[config.mk]
export PLATFORM = sky130hd
export DESIGN_NAME = data_mem_port
export DESIGN_NICKNAME = d
export VERILOG_FILES = /design/src/rtl/data_mem_port.sv
export SDC_FILE = /design/constraint.sdc
export NUM_CORES = 1
export LEC_CHECK = 0
export CAP_MARGIN = 0
export CORE_AREA = 3 3 105 107
export DETAILED_ROUTE_END_ITERATION = 7
export DIE_AREA = 0 0 108 110
export DONT_BUFFER_PORTS = 1
export HOLD_SLACK_MARGIN = 0.15
export PLACE_DENSITY = 0.84
export RECOVER_POWER = 100
export REMOVE_ABC_BUFFERS = 1
export SYNTH_ARGS = -nofsm -noshare
export SYNTH_HDL_FRONTEND = slang
export SYNTH_SLANG_ARGS = --single-unit
[constraint.sdc]
create_clock -name clk -period 3.6 [get_ports clk]
set_clock_uncertainty 0.1 [all_clocks]
set_input_delay 0.36 -clock clk [delete_from_list [all_inputs] [get_ports clk]]
set_output_delay 0.36 -clock clk [all_outputs]
set_load 0.005 [all_outputs]
[src/rtl/data_mem_port.sv]
// data_mem_port: load/store unit bridging the core to a word-wide memory backend with
// byte lanes, alignment checking, load extension and a bounded wait for acknowledge.
module data_mem_port #(
    parameter int TIMEOUT = 15
) (
    input  logic        clk,
    input  logic        reset,
    input  logic        MemEna,
    input  logic [1:0]  MemRW,
    input  logic [2:0]  SWSel,
    input  logic [31:0] Addr,
    input  logic [31:0] WData,
    output logic [31:0] RData,
    output logic        Stall,
    output logic        MisAlign,
    output logic        AccErr,
    output logic        mem_req,
    output logic        mem_we,
    output logic [3:0]  mem_be,
    output logic [29:0] mem_addr,
    output logic [31:0] mem_wdata,
    input  logic        mem_ack,
    input  logic [31:0] mem_rdata
);
    localparam int CW = $clog2(TIMEOUT + 1);

    typedef enum logic [1:0] {IDLE, BUSY, DONE} state_t;

    state_t        state_q, state_d;
    logic [CW-1:0] cnt_q, cnt_d;
    logic [1:0]    lo_q;
    logic [2:0]    sel_q;
    logic          mis, start, acked, tout;
    logic [3:0]    be;
    logic [31:0]   wd, ld;
    logic [7:0]    b;
    logic [15:0]   h;

    always_comb begin
        mis = MemRW == 2'b01 ? 1'b0 :
              MemRW == 2'b10 ? Addr[0] :
              MemRW == 2'b11 ? |Addr[1:0] :
              (SWSel == 3'b000 || SWSel == 3'b011) ? 1'b0 :
              (SWSel == 3'b001 || SWSel == 3'b100) ? Addr[0] : |Addr[1:0];
        be = MemRW == 2'b01 ? 4'b0001 << Addr[1:0] :
             MemRW == 2'b10 ? 4'b0011 << {Addr[1], 1'b0} : 4'b1111;
        wd = MemRW == 2'b01 ? {4{WData[7:0]}} :
             MemRW == 2'b10 ? {2{WData[15:0]}} : WData;
        // lane selection uses the offset latched at request time, not the live Addr
        b  = 8'(mem_rdata >> {lo_q, 3'b000});
        h  = 16'(mem_rdata >> {lo_q[1], 4'b0000});
        ld = sel_q == 3'b000 ? {24'b0, b} :
             sel_q == 3'b001 ? {16'b0, h} :
             sel_q == 3'b011 ? {{24{b[7]}}, b} :
             sel_q == 3'b100 ? {{16{h[15]}}, h} : mem_rdata;
        start = state_q == IDLE && MemEna && !mis;
        acked = state_q == BUSY && mem_ack;
        tout  = state_q == BUSY && !mem_ack && cnt_q == CW'(TIMEOUT - 1);
        state_d = state_q == IDLE ? (MemEna ? (mis ? DONE : BUSY) : IDLE) :
                  state_q == BUSY ? ((mem_ack || tout) ? DONE : BUSY) : IDLE;
        cnt_d = state_q == BUSY ? cnt_q + 1'b1 : '0;
    end

    assign Stall = MemEna && state_q != DONE;

    always_ff @(posedge clk) begin
        if (reset) begin
            state_q   <= IDLE;
            cnt_q     <= '0;
            lo_q      <= '0;
            sel_q     <= '0;
            mem_req   <= 1'b0;
            mem_we    <= 1'b0;
            mem_be    <= '0;
            mem_addr  <= '0;
            mem_wdata <= '0;
            RData     <= '0;
            MisAlign  <= 1'b0;
            AccErr    <= 1'b0;
        end else begin
            state_q  <= state_d;
            cnt_q    <= cnt_d;
            mem_req  <= state_d == BUSY;
            MisAlign <= state_q == IDLE && MemEna && mis;
            AccErr   <= tout;
            if (start) begin
                mem_we    <= |MemRW;
                mem_be    <= be;
                mem_addr  <= Addr[31:2];
                mem_wdata <= wd;
                lo_q      <= Addr[1:0];
                sel_q     <= SWSel;
            end
            if (state_d == DONE)
                RData <= (acked && !mem_we) ? ld : '0;
        end
    end
endmodule

======== Word level (Yosys, flattened, before mapping) ========
Cells that the tools add are included.
storage, ports and cells
  register bits after elaboration ......... 113
  bits of input ports ..................... 105
  output and inout port bits .............. 103
  word-level logic and storage cells ...... 71
operators by class
  add/sub/neg operators ................... 1
  equal/unequal tests ..................... 14
  shift-type cells ........................ 4
  mux-type cells .......................... 19
  bitwise gates (word level) .............. 1
  reductions and logical operators ........ 20
operator list
  kind                   number
  $mux W32               7
  $shr A32 B5 Y16        1
  $shr A32 B5 Y8         1
  $mux W2                5
  $logic_and A1 B1 Y1    8
  $mux W4                2
  $eq A2 B1 Y1 const B   3
  $eq A2 B2 Y1 const B   3
  $eq A3 B1 Y1 const B   2
  $eq A3 B2 Y1 const B   2
  $eq A3 B3 Y1 const B   2
  $logic_not A3 Y1       2
  $reduce_or A2 Y1       3
  $mux W1                5
  $add A4 B1 Y4 const B  1
  $eq A4 B4 Y1 const B   1
  $shl A1 B2 Y4 const A  1
  $shl A2 B2 Y4 const A  1
  $logic_not A1 Y1       3
  $logic_or A1 B1 Y1     3
  $logic_not A2 Y1       1
  $ne A2 B2 Y1 const B   1
  $not A1 Y1             1

======== Longest topological paths before layout ========
  depth in word-level cells ............... 11
  gate-level depth with buffers ........... 7
  gate-level depth less buffers ........... 6

======== Worst setup path before layout ========
Ideal clock, no wire load.
  kind .................................... flip-flop to flip-flop
  start point ............................. reg lo_q[1]
  end point ............................... reg RData[20]
  library setup time ...................... 117 ps
  arrival time ............................ 1,696 ps
  required time ........................... 3,383 ps
  setup slack ............................. 1,687 ps
  cell stages (with the launch flop) ...... 6
  buffers on the path ..................... 2
  clock period less this slack ............ 1,913 ps
  cell sequence ........................... dfxtp_1 -> buf_2 -> mux4_2 -> o221a_2 -> clkbuf_1 -> a22o_1
between the ends
  word-level cells in the longest chain between the ends .. 6
  elaborated cells on any way between the ends .. 7
  classes of those cells .................. shift (2); mux (5)
ends and longest elaborated chain
  item                    line  RTL
  start, declared         31    logic [1:0] lo_q;
  start signal, assigned  91    lo_q <= Addr[1:0];
  $shr A32 B5 Y16         51    h = 16'(mem_rdata >> {lo_q[1], 4'b0000});
  $mux W32                55    sel_q == 3'b100 ? {{16{h[15]}}, h} : mem_rdata;
  $mux W32 (*)            54    sel_q == 3'b011 ? {{24{b[7]}}, b} :
  $mux W32 (*)            53    sel_q == 3'b001 ? {16'b0, h} :
  $mux W32 (*)            52    ld = sel_q == 3'b000 ? {24'b0, b} :
  $mux W32 (*)            95    RData <= (acked && !mem_we) ? ld : '0;
  end signal, assigned    95
  end, declared           13    output logic [31:0] RData,
Every way passes the cells marked *; elsewhere a longest branch is shown, timed or not.
A chain may end at the register's enable or synchronous reset.

======== Worst setup path in the final report ========
  start point ............................. in SWSel[2]
  end point ............................... reg state_q[0]
between the ends
  word-level cells in the longest chain between the ends .. 10
  elaborated cells on any way between the ends .. 14
  classes of those cells .................. eq/ne (3); mux (8); reduce/logical (3)
ends and longest elaborated chain
  item                                          line  RTL
  start, declared                               10    input logic [2:0] SWSel,
  $eq A3 B1 Y1 or $eq A3 B3 Y1 (tied branches)  44    (SWSel == 3'b001 || SWSel == 3'b100) ? Addr[0] : |Addr[1:0];
  $logic_or A1 B1 Y1                            44
  $mux W1                                       44
  $mux W1 (*)                                   43    (SWSel == 3'b000 || SWSel == 3'b011) ? 1'b0 :
  $mux W1 (*)                                   42    MemRW == 2'b11 ? |Addr[1:0] :
  $mux W1 (*)                                   41    MemRW == 2'b10 ? Addr[0] :
  $mux W1 (*)                                   40    mis = MemRW == 2'b01 ? 1'b0 :
  $mux W2 (*) (3 in series)                     59    state_d = state_q == IDLE ? (MemEna ? (mis ? DONE : BUSY) : IDLE) :
  end signal, assigned                          81    state_q <= state_d;
  end, declared                                 29    state_t state_q, state_d;
Marked as above.

==> qor.yml <==
route:
  viasPerCell: 6.81
  dr.pass1.iters: 6
  dr_total_vias: 6379
  dr.max_layer_used: "met4"
  wl_met2_um: 10900
  met1Wirelength_um: 7450
  drc_errors: 0
  wire_per_inst_um: 24.2
  route.met3.wl_um: 2940
  routed_wl_um: 22700
  ant_nets: 0
  drtIter0Drc: 684
finish:
  area_growth_pct: 32.3
  drive_gt1_frac: 0.0911
  final_common_cell: "dlygate4sd3_1"
  antennaDiodeCount: 0
  nNetsFinal: 895
  stdcell_area_um2: 7960
  layout_common_cells: "dlygate4sd3_1 (140), nand2_1 (113), dfxtp_1 (110)"
sta:
  fin_tns_setup_ns: 0
  finalCriticalPeriod_ns: 3.37
  grt_setup_unrepaired: "false"
  finalCritPeriodShare: 0.937
  worst_pin_slew_ns: 1.59
  hold_viol_final: 0
  slew_headroom: -0.0690
  drv_slew: 10
  setup_viol: 0
  fmax_ghz: 0.296
worst_setup_path:
  crit_slowest_cell: "nor4_1"
  path_class: "primary input to flip-flop"
  end_kind: "flip-flop"
  startpoint_type: "primary input"
  cp.arrival_ns: 3.74
  worstPathMaxFanout: 12
  required_ns: 3.96
  path_cells: "dlygate4sd3_1 -> nor4_1 -> o21ai_0 -> clkbuf_1 -> a21oi_1 -> dlygate4sd3_1"
  worst-path-buf-inv: 3
  slowest_delay_ns: 1.30
  cp_top_family: "buffers and inverters"
  cpMostUsedCell: "dlygate4sd3_1"
synthesis:
  ys.warnings.count: 0
  postSynthCellCount: 681
  synth_edf_count: 0
  async_flop_share: 0
  synth_seq_area_share: 0.376
  syn_area_um2: 6020
  synthFlopType: "dfxtp_1"
  syn_area_per_cell_um2: 8.83
  synth_cell_types: 56
  ys_ff_latch: 113
global_routing:
  grt_max_degree: 71
  track_usage: 0.384
  grt_pass1_wl_um: 35000
  antenna_found_initial: 0
  grt.overflow.total: 0
  grt_pass1_vias: 6455
worst_hold_path:
  hp-class: "primary input to flip-flop"
cts:
  numCtsBuffers: 17
  h-tree-depth: 4
  clkTransAtPathRegs_ns: 0.06
  clock_path_buffers: 2
  clock_sinks: 113
  clock_latency_ns: 0.52
  cts_tree: "done"
  cts_setup_buffers: 0
  cts-root-buf: "clkbuf_8"
placed_design:
  dpl-instance-area_um2: 6020
  dp_hpwl_um: 11500
  globalplace.congestion: 0.886
  port_buffers: 0
run:
  max_cap_violations: 1
die:
  die_area_um2: 11900
  start_util: 0.588
  core_um2: 10200
  die_x_um: 108
  std_cell_rows: 37
  ios: 208
  die_y_um: 110
power_and_ir_drop:
  peakVddDrop_v: 0.000362
  p_per_area_nw_per_um2: 459
  leakage_nw: 3.23
status:
  status: "complete, but fails checks"
  failed_checks: "capacitance limit, slew limit"
per-stage QoR:
step	hold slack, ns	setup slack [ns]	cells	util	total power (W)
final	0.203	0.226	937	0.778	0.00365
after global routing	0.216	0.0189	937	0.778	0.00377
after CTS	0.152	0.0925	937	0.780	0.00358
after detailed placement	0.334	1.18	765	0.588	0.00187
after global placement	0.331	1.28	765	0.588	0.00185
after floorplan	0.329	0.330	619	-	0.00176
power breakdown:
group | switching, W | internal (W)
combinational | 0.000327 | 0.000295
sequential | 0.0000960 | 0.00133
clock | 0.000664 | 0.000940
path summary, 6_finish.rpt:
| kind | start | to | slack, ns | depth (start not counted) |
|---|---|---|---|---|
| worst max-delay path | SWSel[2] | state_q[0] | 0.23 | 6 |
| worst min-delay path | mem_rdata[29] | RData[13] | 0.20 | 3 |
| worst max register to register | sel_q[1] | RData[4] | 0.28 | 6 |
| worst min register to register | cnt_q[0] | cnt_q[0] | 0.37 | 1 |
what timing repair did:
item	CTS	global route
endpoints found under the hold margin	109	0
setup endpoints to repair	0	4
hold buffers	140	0
resized for setup	0	5
cell usage after synthesis (all sizes together) (13+ instances only):
cell	count	area, um^2
o2bb2ai	13	114
clkbuf	39	146
dfxtp	113	2260
inv	13	48.8
nor2	24	90.1
a31oi	13	87.6
o211ai	27	203
a22o	16	140
o21ai	38	190
buf	23	123
nand2	113	424
and3	15	93.8
a21oi	26	141
mux2i	80	801
o211a	18	180
routing by layer:
layer	vias to the layer above	GRT usage
li1	2724	-
met1	2965	0.394
met2	545	0.650
met3	145	0.157
met4	0	0.249
met5	-	0
state kept, by name (all words and copies together), names as in the netlist:
signal	flops
AccErr	1
mem_wdata	32
mem_be	4
mem_req	1
cnt_q	4
MisAlign	1
lo_q	2
state_q	2
RData	32
mem_we	1
mem_addr	30
sel_q	3
cell type report:
type,instances,area (um^2)
Tap cell,136,170
Multi-Input combinational cell,492,3430
Clock inverter,14,131
Timing Repair Buffer,150,1480
Inverter,14,53.8
Sequential cell,113,2270
Clock buffer,18,428
Fill cell,598,2270
worst reg2reg max path, cell delays in order (launching register included):
cell           delay [ns]
dfxtp_2              0.73
nor2b_2              0.50
a21oi_1              0.21
o2111ai_1            0.38
dlygate4sd3_1        0.62
o2bb2ai_1            0.08
dlygate4sd3_1        0.59
cell families after synthesis:
family / after synthesis / synth area share
flops: 113 / 0.376
simple gates: 200 / 0.152
compound gates: 190 / 0.233
buf+inv: 76 / 0.0534
fa+ha+maj: 3 / 0.00582
xor+xnor: 4 / 0.00582
mux: 95 / 0.174
No activity file was read; power rests on OpenSTA's default activity.
